===== src/rtl/valid_shift_register_if.sv =====
`default_nettype none
// ============================================================================
// Module      : valid_shift_register_if
// Description : Stream bundle for valid_shift_register. The master side feeds
//               the delay line and observes its output and occupancy; the
//               slave side is the delay line itself.
// Revision    : 1.0 - initial release
// ============================================================================
interface valid_shift_register_if #(
    parameter int NPIPE_DEPTH  = 3,
    parameter int DATA_WIDTH   = 32,
    parameter int NUM_CHANNELS = 2
);
    localparam int c_occ_width = $clog2(NPIPE_DEPTH + 1);
    localparam int c_bus_width = NUM_CHANNELS * DATA_WIDTH;

    logic                   enable;
    logic                   flush;
    logic                   input_valid;
    logic [c_bus_width-1:0] input_data;
    logic                   output_valid;
    logic [c_bus_width-1:0] output_data;
    logic [c_occ_width-1:0] occupancy;
    logic                   empty;

    modport master (
        output enable,
        output flush,
        output input_valid,
        output input_data,
        input  output_valid,
        input  output_data,
        input  occupancy,
        input  empty
    );

    modport slave (
        input  enable,
        input  flush,
        input  input_valid,
        input  input_data,
        output output_valid,
        output output_data,
        output occupancy,
        output empty
    );
endinterface
`default_nettype wire


===== src/rtl/valid_shift_register.sv =====
`default_nettype none
// ============================================================================
// Module      : valid_shift_register
// Description : Multi-lane stallable, flushable delay line with a shared valid
//               bit and a registered stage-occupancy count.
//               Optional macro SHIFT_REG_DATA_RESET_EN: reset/flush also zero
//               every stage's data registers.
// Revision    : 1.0 - initial release
// ============================================================================
module valid_shift_register #(
    parameter int NPIPE_DEPTH  = 3,
    parameter int DATA_WIDTH   = 32,
    parameter int NUM_CHANNELS = 2
) (
    input  wire logic             clock,
    input  wire logic             reset,
    valid_shift_register_if.slave bus
);
    localparam int c_occ_width = $clog2(NPIPE_DEPTH + 1);
    localparam int c_bus_width = NUM_CHANNELS * DATA_WIDTH;

    logic [NPIPE_DEPTH-1:0] r_valid;
    logic [c_bus_width-1:0] r_data [NPIPE_DEPTH];
    logic [c_occ_width-1:0] r_occ;
    logic                   r_empty;

    logic                   w_advance;
    logic [c_occ_width-1:0] w_occ_next;

    // Flush outranks enable, so a flushing edge never shifts.
    assign w_advance = bus.enable & ~bus.flush;

    // The running count stays equal to the popcount of r_valid, so it cannot
    // underflow or exceed NPIPE_DEPTH.
    assign w_occ_next = r_occ
                      + c_occ_width'(bus.input_valid)
                      - c_occ_width'(r_valid[NPIPE_DEPTH-1]);

    always_ff @(posedge clock) begin
        if (reset || bus.flush) begin
            r_valid <= '0;
            r_occ   <= '0;
            r_empty <= 1'b1;
        end else if (bus.enable) begin
            r_valid[0] <= bus.input_valid;
            for (int i = 1; i < NPIPE_DEPTH; i++) begin
                r_valid[i] <= r_valid[i-1];
            end
            r_occ   <= w_occ_next;
            r_empty <= (w_occ_next == '0);
        end
    end

`ifdef SHIFT_REG_DATA_RESET_EN
    always_ff @(posedge clock) begin
        if (reset || bus.flush) begin
            for (int i = 0; i < NPIPE_DEPTH; i++) begin
                r_data[i] <= '0;
            end
        end else if (bus.enable) begin
            r_data[0] <= bus.input_data;
            for (int i = 1; i < NPIPE_DEPTH; i++) begin
                r_data[i] <= r_data[i-1];
            end
        end
    end
`else
    // No data reset; contents are qualified by r_valid. Reset and flush still
    // block loading so a dropped word never enters the pipe.
    always_ff @(posedge clock) begin
        if (w_advance && !reset) begin
            r_data[0] <= bus.input_data;
            for (int i = 1; i < NPIPE_DEPTH; i++) begin
                r_data[i] <= r_data[i-1];
            end
        end
    end
`endif

    assign bus.output_valid = r_valid[NPIPE_DEPTH-1];
    assign bus.output_data  = r_data[NPIPE_DEPTH-1];
    assign bus.occupancy    = r_occ;
    assign bus.empty        = r_empty;

endmodule
`default_nettype wire

===== src/flat_wrapper.sv =====
// flat-port wrapper written by rule: the top's interface ports become plain ports
module valid_shift_register_flat 
#(
    parameter int NPIPE_DEPTH  = 3,
    parameter int DATA_WIDTH   = 32,
    parameter int NUM_CHANNELS = 2
)
  (clock, reset, bus_enable, bus_flush, bus_input_valid, bus_input_data, bus_output_valid, bus_output_data, bus_occupancy, bus_empty);
  valid_shift_register_if #(.NPIPE_DEPTH(NPIPE_DEPTH), .DATA_WIDTH(DATA_WIDTH), .NUM_CHANNELS(NUM_CHANNELS)) bus_i ();
  input  wire logic clock;
  input  wire logic reset;
  input wire logic [$bits(bus_i.enable)-1:0] bus_enable;
  input wire logic [$bits(bus_i.flush)-1:0] bus_flush;
  input wire logic [$bits(bus_i.input_valid)-1:0] bus_input_valid;
  input wire logic [$bits(bus_i.input_data)-1:0] bus_input_data;
  output wire logic [$bits(bus_i.output_valid)-1:0] bus_output_valid;
  output wire logic [$bits(bus_i.output_data)-1:0] bus_output_data;
  output wire logic [$bits(bus_i.occupancy)-1:0] bus_occupancy;
  output wire logic [$bits(bus_i.empty)-1:0] bus_empty;
  assign bus_i.enable = bus_enable;
  assign bus_i.flush = bus_flush;
  assign bus_i.input_valid = bus_input_valid;
  assign bus_i.input_data = bus_input_data;
  assign bus_output_valid = bus_i.output_valid;
  assign bus_output_data = bus_i.output_data;
  assign bus_occupancy = bus_i.occupancy;
  assign bus_empty = bus_i.empty;
  valid_shift_register #(.NPIPE_DEPTH(NPIPE_DEPTH), .DATA_WIDTH(DATA_WIDTH), .NUM_CHANNELS(NUM_CHANNELS)) u_core (.clock(clock), .reset(reset), .bus(bus_i));
endmodule

===== config.mk =====
export PLATFORM = sky130hd
export DESIGN_NAME = valid_shift_register_flat
export DESIGN_NICKNAME = d
export VERILOG_FILES = /design/src/rtl/valid_shift_register_if.sv /design/src/rtl/valid_shift_register.sv /design/src/flat_wrapper.sv
export SDC_FILE = /design/constraint.sdc
export NUM_CORES = 1
export LEC_CHECK = 0
export ABC_AREA = 1
export ABC_CLOCK_PERIOD_IN_PS = 11900
export BUFFER_PORTS_ARGS = -buffer_cell sky130_fd_sc_hd__buf_2
export CAP_MARGIN = 5
export CORE_MARGIN = 4
export CORE_UTILIZATION = 48
export CTS_CLUSTER_DIAMETER = 40
export CTS_CLUSTER_SIZE = 20
export DETAILED_ROUTE_END_ITERATION = 7
export GPL_TIMING_DRIVEN = 0
export PLACE_DENSITY_LB_ADDON = 0.05
export SLEW_MARGIN = 10
export SYNTH_ARGS = -nofsm -noshare
export SYNTH_HDL_FRONTEND = slang
export SYNTH_SLANG_ARGS = --single-unit

===== constraint.sdc =====
create_clock -name clock -period 11.9 [get_ports clock]
set_input_delay 3.57 -clock clock [delete_from_list [all_inputs] [get_ports clock]]
set_output_delay 3.57 -clock clock [all_outputs]
set_load 0.05 [all_outputs]

==> Yosys cells after proc, flatten, opt, wreduce, memory -nomap -nowiden <==
Memory sizes are Yosys's and may differ from the RTL's.
Index checks and enable logic that the tools add are counted.
{ "op_classes": {"muxes": 2, "n_bitwise": 2, "n_addsub": 2, "reduce_logical": 4} }
{ "ops": {"columns": ["cell", "n"], "rows": [
  ["adder 2 x 1 -> 2 bit", 1],
  ["logical NOT 2 bit", 1],
  ["two-way mux 1 bit", 2],
  ["subtractor 2 x 1 -> 2 bit", 1],
  ["AND 1 bit", 1],
  ["logical AND 1 bit", 1],
  ["logical NOT 1 bit", 1],
  ["logical OR 1 bit", 1],
  ["inverter 1 bit", 1]
]} }
{ "word_totals": {"mem_count": 1, "out_inout_bits": 68, "in_bits": 69, "wordCells": 14, "mem_bits_rw": 192, "regBits": 6} }
{ "mem_list": {"columns": ["memory", "words", "width", "read_ports", "rd_ports_with_merged_regs", "write_ports", "line", "source"], "rows": [
  ["u_core.r_data", 3, 64, 3, 0, 3, "valid_shift_register.sv:23", "logic [c_bus_width-1:0] r_data [NPIPE_DEPTH];"]
]} }

==> Depth between registers and ports, before layout <==
Gate-level depths: netlist (run 1).
{ "depth": {"word_depth": 5, "depth_mapped": 9, "ltp_nobuf": 9} }

==> Worst setup path after synthesis (run 1) <==
Ideal clock, no wire load.
{ "synth_path": {"path_kind": "input to register", "startpoint": "input port bus_flush", "endpoint": "memory u_core.r_data[0][0] (netlist name), enable pin", "setup_ps": 751, "path_stages": 3, "path_slack_ps": -819, "required_time_ps": 11149, "arrival_time_ps": 11968, "n_path_buf": 1, "cell_sequence": "or2_1 > buf_6 > nor2_1"} }
{ "synth_lines": {"columns": ["item", "line", "source"], "rows": [
  ["start, declared", "flat_wrapper.sv:13", "input wire logic [$bits(bus_i.flush)-1:0] bus_flush;"],
  ["end, declared", "valid_shift_register.sv:23", null]
]} }

==> results by group, run 1 <==
Synth
  • Synth Cell Area: 6546 sq um
  • Post-synth EDFFs: 192
  • Post-synth cell types: 15
  • Synth warn: 0
  • Fraction of registers with async set/reset: 0%
  • Synth Flop Type: edfxtp_1
  • Sequential element share of the synthesized area: 89.91%
  • Synth top area cells: edfxtp_1 88%, buf_4 7.3%, dfxtp_1 1.8%
  • Post-synthesis net count: between 300 and 400
  • Library cell with the highest instance count after synthesis: edfxtp_1
  • Yosys top cell by area: edfxtp_1
  • Synthesized area per cell: 22.12 sq um
  • Synth top cells by count: 192 x edfxtp_1, 64 x buf_4, 12 x nand2_1, 6 x dfxtp_1, 6 x inv_1
  • Synth Register Bits: between 150 and 200
  • Synth Instances: 296
  • Area share of the largest cell type after synthesis: between 80% and 90%

STA
  • Final Max Tran Viols: 0
  • Max_slew headroom: 70.84%
  • Worst-margin pin slew: around 440 ps
  • FMAX: 195.5 MHz
  • Setup slack after layout: 6784 ps
  • Final hold violations: 0
  • Tmin final: approximately 5100 ps
  • Period utilization: 42.99%
  • Sum Neg Setup Slack: 0 ps
  • Setup violators final: 0
  • Unrepaired setup endpoints after global routing: false
  • Clk_skew: 4.500 ps

Run
  • Max Cap Viol: 0

Power and ir drop
  • Lkg Pwr: 3.083 nW
  • Pwr/cell area: 165.6 nW/um^2
  • Total Power: 1.359 mW
  • VDD IR-drop max: roughly 100 uV

Routing
  • Post-route DRC violation count: 0
  • Routed wire length: 8.906 mm
  • First-pass detailed-route iteration total: 4
  • Via density: 4.353
  • Drt wl/cell: about 14 microns
  • Antenna Nets Post-Route: 0
  • Vias: 2,812
  • Initial DRC count: between 150 and 200

Clock tree
  • Post-CTS sizing: 0
  • CTS buffer count: 17
  • Post-CTS setup buffers: 0
  • Clk sinks: 198
  • CTS max path bufs: 2
  • Post-CTS Hold Fix Bufs: 0
  • Clk Latency, worst-skew pair: 410 ps
  • Htree depth: 4
  • Clock root cell: clkbuf_16
  • CTS tree: built
  • CTS clk-pin slew, worst paths: 60 ps

Place
  • DP Area: 7660 sq um
  • DPL Wire Length: 5.997 mm
  • DP Worst Slack: 6322 ps
  • I/O Buffers: 136
  • Gpl congestion: 0.7178

Critical path
  • Critical Path AT: 5240 ps
  • Crit Path Max Fanout: 26
  • Worst Setup Start Kind: input port
  • Crit path capture type: flop
  • Critical path data required time: 12,020 ps
  • Critical path type: in2reg

Global routing
  • Number of global-route vias before repair: 2,876
  • All-Layer GR Usage: 12.24%
  • Antenna violations before repair: 0
  • Largest net degree at the start of global routing: 29
  • GRT overflow: 0
  • First-pass GRT wire length: 14.41 mm

Floorplanning
  • DIE AREA: 15,570 sq um
  • Io pins: 137
  • Initial core utilization: 49.24%
  • FP Rows: between 40 and 50
  • Core area: 13,300 sq um
  • Die Ht: between 100 and 150 microns
  • Chip Width: 124.8 microns

Final layout
  • Share of layout cells above drive strength 1: roughly 51%
  • Antenna cells: 0
  • Fin area: 8205 sq um
  • Nets: 530
  • Synth-to-Final Area Change: 25.34%
  • Final Util: 61.72%

Run status
  • Status: complete, no violations

Worst hold path
  • Hold WC Path Type: reg2reg
==> final timing paths <==
| kind | startpoint | endpoint | slack, ps | cells past startpoint |
|---|---|---|---|---|
| setup / recovery | bus_flush | u_core.r_data[0][145] | 6780 | 8 |
| hold / removal | u_core.r_data[0][28] | u_core.r_data[0][92] | 420 | 0 |
| setup reg to reg | u_core.bus.occupancy[0] | u_core.bus.empty | 10570 | 7 |
| hold reg to reg | u_core.r_data[0][28] | u_core.r_data[0][92] | 420 | 0 |
==> metal layers <==
layer	share of wire, %	global-route usage (%)
met5	0	0
met4	2.4	6.319
met3	7.2	4.931
met2	47	18.16
met1	43	15.60
==> placed cells by master, fill, tap and decap left out, types with 2 or more instances in the layout <==
master,Yosys,layout
a21oi_1,4,4
buf_12,0,2
buf_16,0,6
buf_2,0,136
buf_4,64,64
bufinv_16,0,2
clkbuf_1,0,3
clkbuf_16,0,17
clkinv_2,0,3
clkinvlp_4,0,4
dfxtp_1,6,6
edfxtp_1,192,192
ha_1,2,2
inv_1,6,6
nand2_1,12,12
nand3_1,3,3
==> power breakdown <==
part | switching (mW) | internal [mW]
clock network | 0.224 | 0.305
logic | 0.0264 | 0.0184
registers | 0.00378 | 0.781
total | 0.254 | 1.10
==> layout make-up <==
cell class              count  area (sq um)
inverters                   7         26.28
clock buffers              20         436.7
clock inverters            10         108.9
repair buffers            144         885.9
multi-input cells          26         150.1
well taps                 176         220.2
flip-flops and latches    198          5886
fillers                   992          5090
plain buffers              65         491.7
==> sequential cells by signal, summed over array words and instances (netlist names) <==
signal / cells
u_core.r_data: 192
u_core.r_valid: 3
u_core.bus.occupancy: 2
u_core.bus.empty: 1
==> cells by family (layout without fill, tap and decap cells) <==
family,count (synthesis),count (layout),share of synthesized area [%]
DFF,198,198,89.91
buffers and inverters,72,246,7.913
and+or+nand+nor,18,18,1.166
AOI/OAI and AO/OA,6,6,0.6307
adders and majority gates,2,2,0.3822
==> per-stage QoR <==
| stage | hold WS [ps] | cells |
|---|---|---|
| after floorplan | 400.3 | 296 |
| after global placement | 400.1 | 608 |
| after detailed placement | 404.5 | 616 |
| after CTS | 418.7 | 646 |
| after global routing | 420.4 | 646 |
| final | 417.7 | 646 |
==> critical path, cell delays in order <==
cell	delay [ps]
buf_2	90
or2_1	220
buf_6	140
nor2_4	350
buf_16	230
buf_12	200
buf_12	210
buf_16	190
Power figures use the tool's default switching activity.
==> inputs of run 2 (changes only) <==
--- a/config.mk
+++ b/config.mk
@@ -5,8 +5,8 @@
 export SDC_FILE = /design/constraint.sdc
 export NUM_CORES = 1
 export LEC_CHECK = 0
-export ABC_AREA = 1
-export ABC_CLOCK_PERIOD_IN_PS = 11900
+export ABC_AREA = 0
+export ABC_CLOCK_PERIOD_IN_PS = 4300
 export BUFFER_PORTS_ARGS = -buffer_cell sky130_fd_sc_hd__buf_2
 export CAP_MARGIN = 5
 export CORE_MARGIN = 4
==> constraint.sdc (replaced) <==
create_clock -name clock -period 4.3 [get_ports clock]
set_input_delay 1.29 -clock clock [delete_from_list [all_inputs] [get_ports clock]]
set_output_delay 1.29 -clock clock [all_outputs]
set_load 0.05 [all_outputs]
==> run 2 against run 1 <==
  * Largest cell class unchanged
  * Critical path depth down 1
  * Clock skew increased by 1.8 ps
  * Cell count fell by 1.1%
  * Combinational power rose to 2.7 times the previous value
  * Largest power group unchanged
  * Hold slack barely moved
  * Critical path type unchanged
  * Sequential power grew to 2.8 times the previous value
  * Routed wire length is 1.3% lower
  * Via count shrank 1.9%
==> results by group, run 2 <==
Routing
  • Drt wl/cell: 13.75 microns (-0.24%)
  • First-pass detailed-route iteration total: 4 (unchanged)
  • Post-route DRC violation count: 0 (unchanged)
  • Initial DRC count: 198 (-0.50%)
  • Vias: 2,758 (-1.9%)
  • Routed wire length: 8.788 mm (-1.3%)
  • Via density: 4.316 (-0.85%)
  • Antenna Nets Post-Route: 0 (unchanged)

Clock tree
  • CTS clk-pin slew, worst paths: 60 ps (about the same)
  • CTS max path bufs: 2 (unchanged)
  • Htree depth: 4 (unchanged)
  • Post-CTS sizing: 0 (unchanged)
  • Clock root cell: clkbuf_16
  • Post-CTS Hold Fix Bufs: 0 (unchanged)
  • Post-CTS setup buffers: 0 (unchanged)
  • Clk Latency, worst-skew pair: 410 ps (about the same)
  • Clk sinks: 198 (unchanged)
  • CTS tree: built
  • CTS buffer count: 17 (unchanged)

Power and ir drop
  • Lkg Pwr: 3.104 nW (+0.69%)
  • VDD IR-drop max: 263.1 uV (+170%)
  • Pwr/cell area: 455.4 nW/um^2 (+170%)
  • Total Power: 3.753 mW (+180%)

STA
  • Tmin final: ~2800 ps
  • Worst-margin pin slew: 624.7 ps (+188.4 ps)
  • Final Max Tran Viols: 0 (unchanged)
  • Setup slack after layout: 1472 ps (-5311 ps)
  • Final hold violations: 0 (unchanged)
  • Period utilization: between 60% and 70%
  • Clk_skew: 6.345 ps (+1.845 ps)
  • Setup violators final: 0 (unchanged)
  • Max_slew headroom: 58.22% (-13 points)
  • FMAX: 353.7 MHz
  • Unrepaired setup endpoints after global routing: false

Final layout
  • Share of layout cells above drive strength 1: 52.27% (+1.2 points)
  • Filler Cell Count: 983 (-0.91%)
  • Max reg flops: 192 (unchanged)
  • Most common cell after layout, fill and taps aside: edfxtp_1
  • Most flops, register: u_core.r_data
  • Fin area: 8240 sq um (+0.43%)
  • Antenna cells: 0 (unchanged)
  • Commonest non-fill, non-tap cells in the layout: 192 x edfxtp_1, 135 x buf_2, 64 x buf_4
  • Synth-to-Final Area Change: 25.98%
  • Nets: 521 (-1.7%)

Floorplanning
  • Io pins: 137 (unchanged)
  • Die Ht: 124.7 microns (about the same)
  • Chip Width: 124.7 microns (about the same)
  • Initial core utilization: 49.20% (about the same)
  • FP Rows: 42 (unchanged)
  • Core area: 13,300 sq um (unchanged)
  • DIE AREA: 15,560 sq um (about the same)

Synth
  • Post-synth cell types: 17 (+2)
  • Synth Register Bits: 198 (unchanged)
  • Sequential element share of the synthesized area: 89.98% (about the same)
  • Area share of the largest cell type after synthesis: 88.14% (about the same)
  • Synth top cells by count: 192 x edfxtp_1, 64 x buf_4, 6 x dfxtp_1, 5 x nor3_1, 4 x mux2i_1
  • Synthesized area per cell: 22.95 sq um (+3.8%)
  • Yosys top cell by area: edfxtp_1
  • Post-synth EDFFs: 192 (unchanged)
  • Fraction of registers with async set/reset: 0% (unchanged)
  • Synth Instances: 285 (-3.7%)
  • Synth warn: 0 (unchanged)
  • Synth Cell Area: 6541 sq um (about the same)
  • Post-synthesis net count: 356 (-3.0%)
  • Library cell with the highest instance count after synthesis: edfxtp_1
  • Synth Flop Type: edfxtp_1
  • Synth top area cells: edfxtp_1 88%, buf_4 7.3%, dfxtp_1 1.8%

Global routing
  • First-pass GRT wire length: 13.62 mm (-5.5%)
  • Number of global-route vias before repair: 2,715 (-5.6%)
  • GRT overflow: 0 (unchanged)
  • Largest net degree at the start of global routing: 22 (-24%)
  • All-Layer GR Usage: 11.67% (-0.57 points)
  • Antenna violations before repair: 0 (unchanged)

Critical path
  • Worst Setup Start Kind: input port
  • Critical Path AT: 2950 ps (-2290 ps)
  • Critical path type: in2reg
  • Slowest library cell on the worst path: nor3_4
  • Crit path capture type: flop
  • CP dominant cell by count: buf_8
  • Critical path data required time: 4420 ps (-7600 ps)
  • Reg2reg path depth: 7 (unchanged)
  • Critical Path, Cell by Cell: buf_2, nor3_4, buf_8, buf_8, buf_16, buf_16, buf_8
  • Max stage delay on crit path: 560 ps (+210 ps)
  • Crit Path Max Fanout: 19 (-27%)

Place
  • I/O Buffers: 135 (-0.74%)
  • Gpl congestion: 0.7039 (-1.9%)
  • DPL Wire Length: 6.173 mm (+2.9%)
  • DP Worst Slack: 978.9 ps (-5343 ps)
  • DP Area: 7687 sq um (+0.36%)

Worst hold path
  • WHS Path Cells: 0 (unchanged)
  • Hold WC Path Type: reg2reg

Run status
  • Status: complete, no violations

Run
  • Max Cap Viol: 0 (unchanged)
## run 2: cell types whose count changed in the layout (fill, tap and decap cells not counted), moves of 3 or more
cell      change
clkinv_4      +3
nor3_1        +4
inv_6         +3
nand3_1       -3
buf_8         +6
nand2_1      -11
mux2i_1       +4
a21oi_1       -4
inv_1         -4
## run 2: kinds of logic (layout without fill, tap and decap cells)
kind of cell	Yosys count	count (layout)	share of synthesized area [%]
DFF	198	198	89.98
buffers and inverters	68	246	7.728
and+or+nand+nor	8	8	0.5929
muxes	4	4	0.6121
AOI/OAI and AO/OA	3	3	0.3252
adders and majority gates	2	2	0.3825
xor gates and xnor gates	2	2	0.3826
## run 2: path summary, 6_finish.rpt
path                                                 to               startpoint  slack, ps
worst max-delay path               u_core.r_data[0][52]                bus_flush       1470
worst min-delay path              u_core.r_data[0][150]     u_core.r_data[0][86]        420
worst max register to register  u_core.bus.occupancy[1]  u_core.bus.occupancy[0]       2700
worst min register to register    u_core.r_data[0][150]     u_core.r_data[0][86]        420
## run 2: metrics by stage
stage / util (%) / cells / setup TNS [ps] / hold slack [ps]
after floorplan: - / 285 / -410460 / 400.3
after global placement: 56.11 / 596 / -702130 / 400.4
after detailed placement: 57.82 / 607 / 0 / 404.5
after CTS: 61.98 / 639 / 0 / 417.2
after global routing: 61.98 / 639 / 0 / 421.1
final: 61.98 / 639 / 0 / 417.4
## run 2: final cells by class
cell class | count | area, sq um | share of cell area, %
tap | 176 | 220.2 | 2.672
buffer | 65 | 500.5 | 6.073
clock inverter | 10 | 98.84 | 1.200
timing repair buffer | 146 | 903.4 | 10.96
inverter | 3 | 16.27 | 0.1974
sequential | 198 | 5886 | 71.42
clock buffer | 22 | 454.2 | 5.512
multi-input combinational | 19 | 161.4 | 1.959
## run 2: metal layers
metal | up-vias | track usage (%) | wire [microns]
met3 | 18 | 4.846 | 650
li1 | 1349 | - | -
met2 | 98 | 18.32 | 4308
met1 | 1293 | 14.12 | 3641
met4 | 0 | 5.416 | 188
met5 | - | 0 | 0
## run 2: critical path, delay by kind of cell
family,cells,cell delay (ps)
buffers and inverters,6,1090
AND/OR/NAND/NOR,1,560
## run 2: report_power, final
group          internal [mW]  switching, mW  leakage, nW
combinational         0.0529         0.0696         1.03
sequential              2.16         0.0105         1.81
clock                  0.819          0.639        0.265
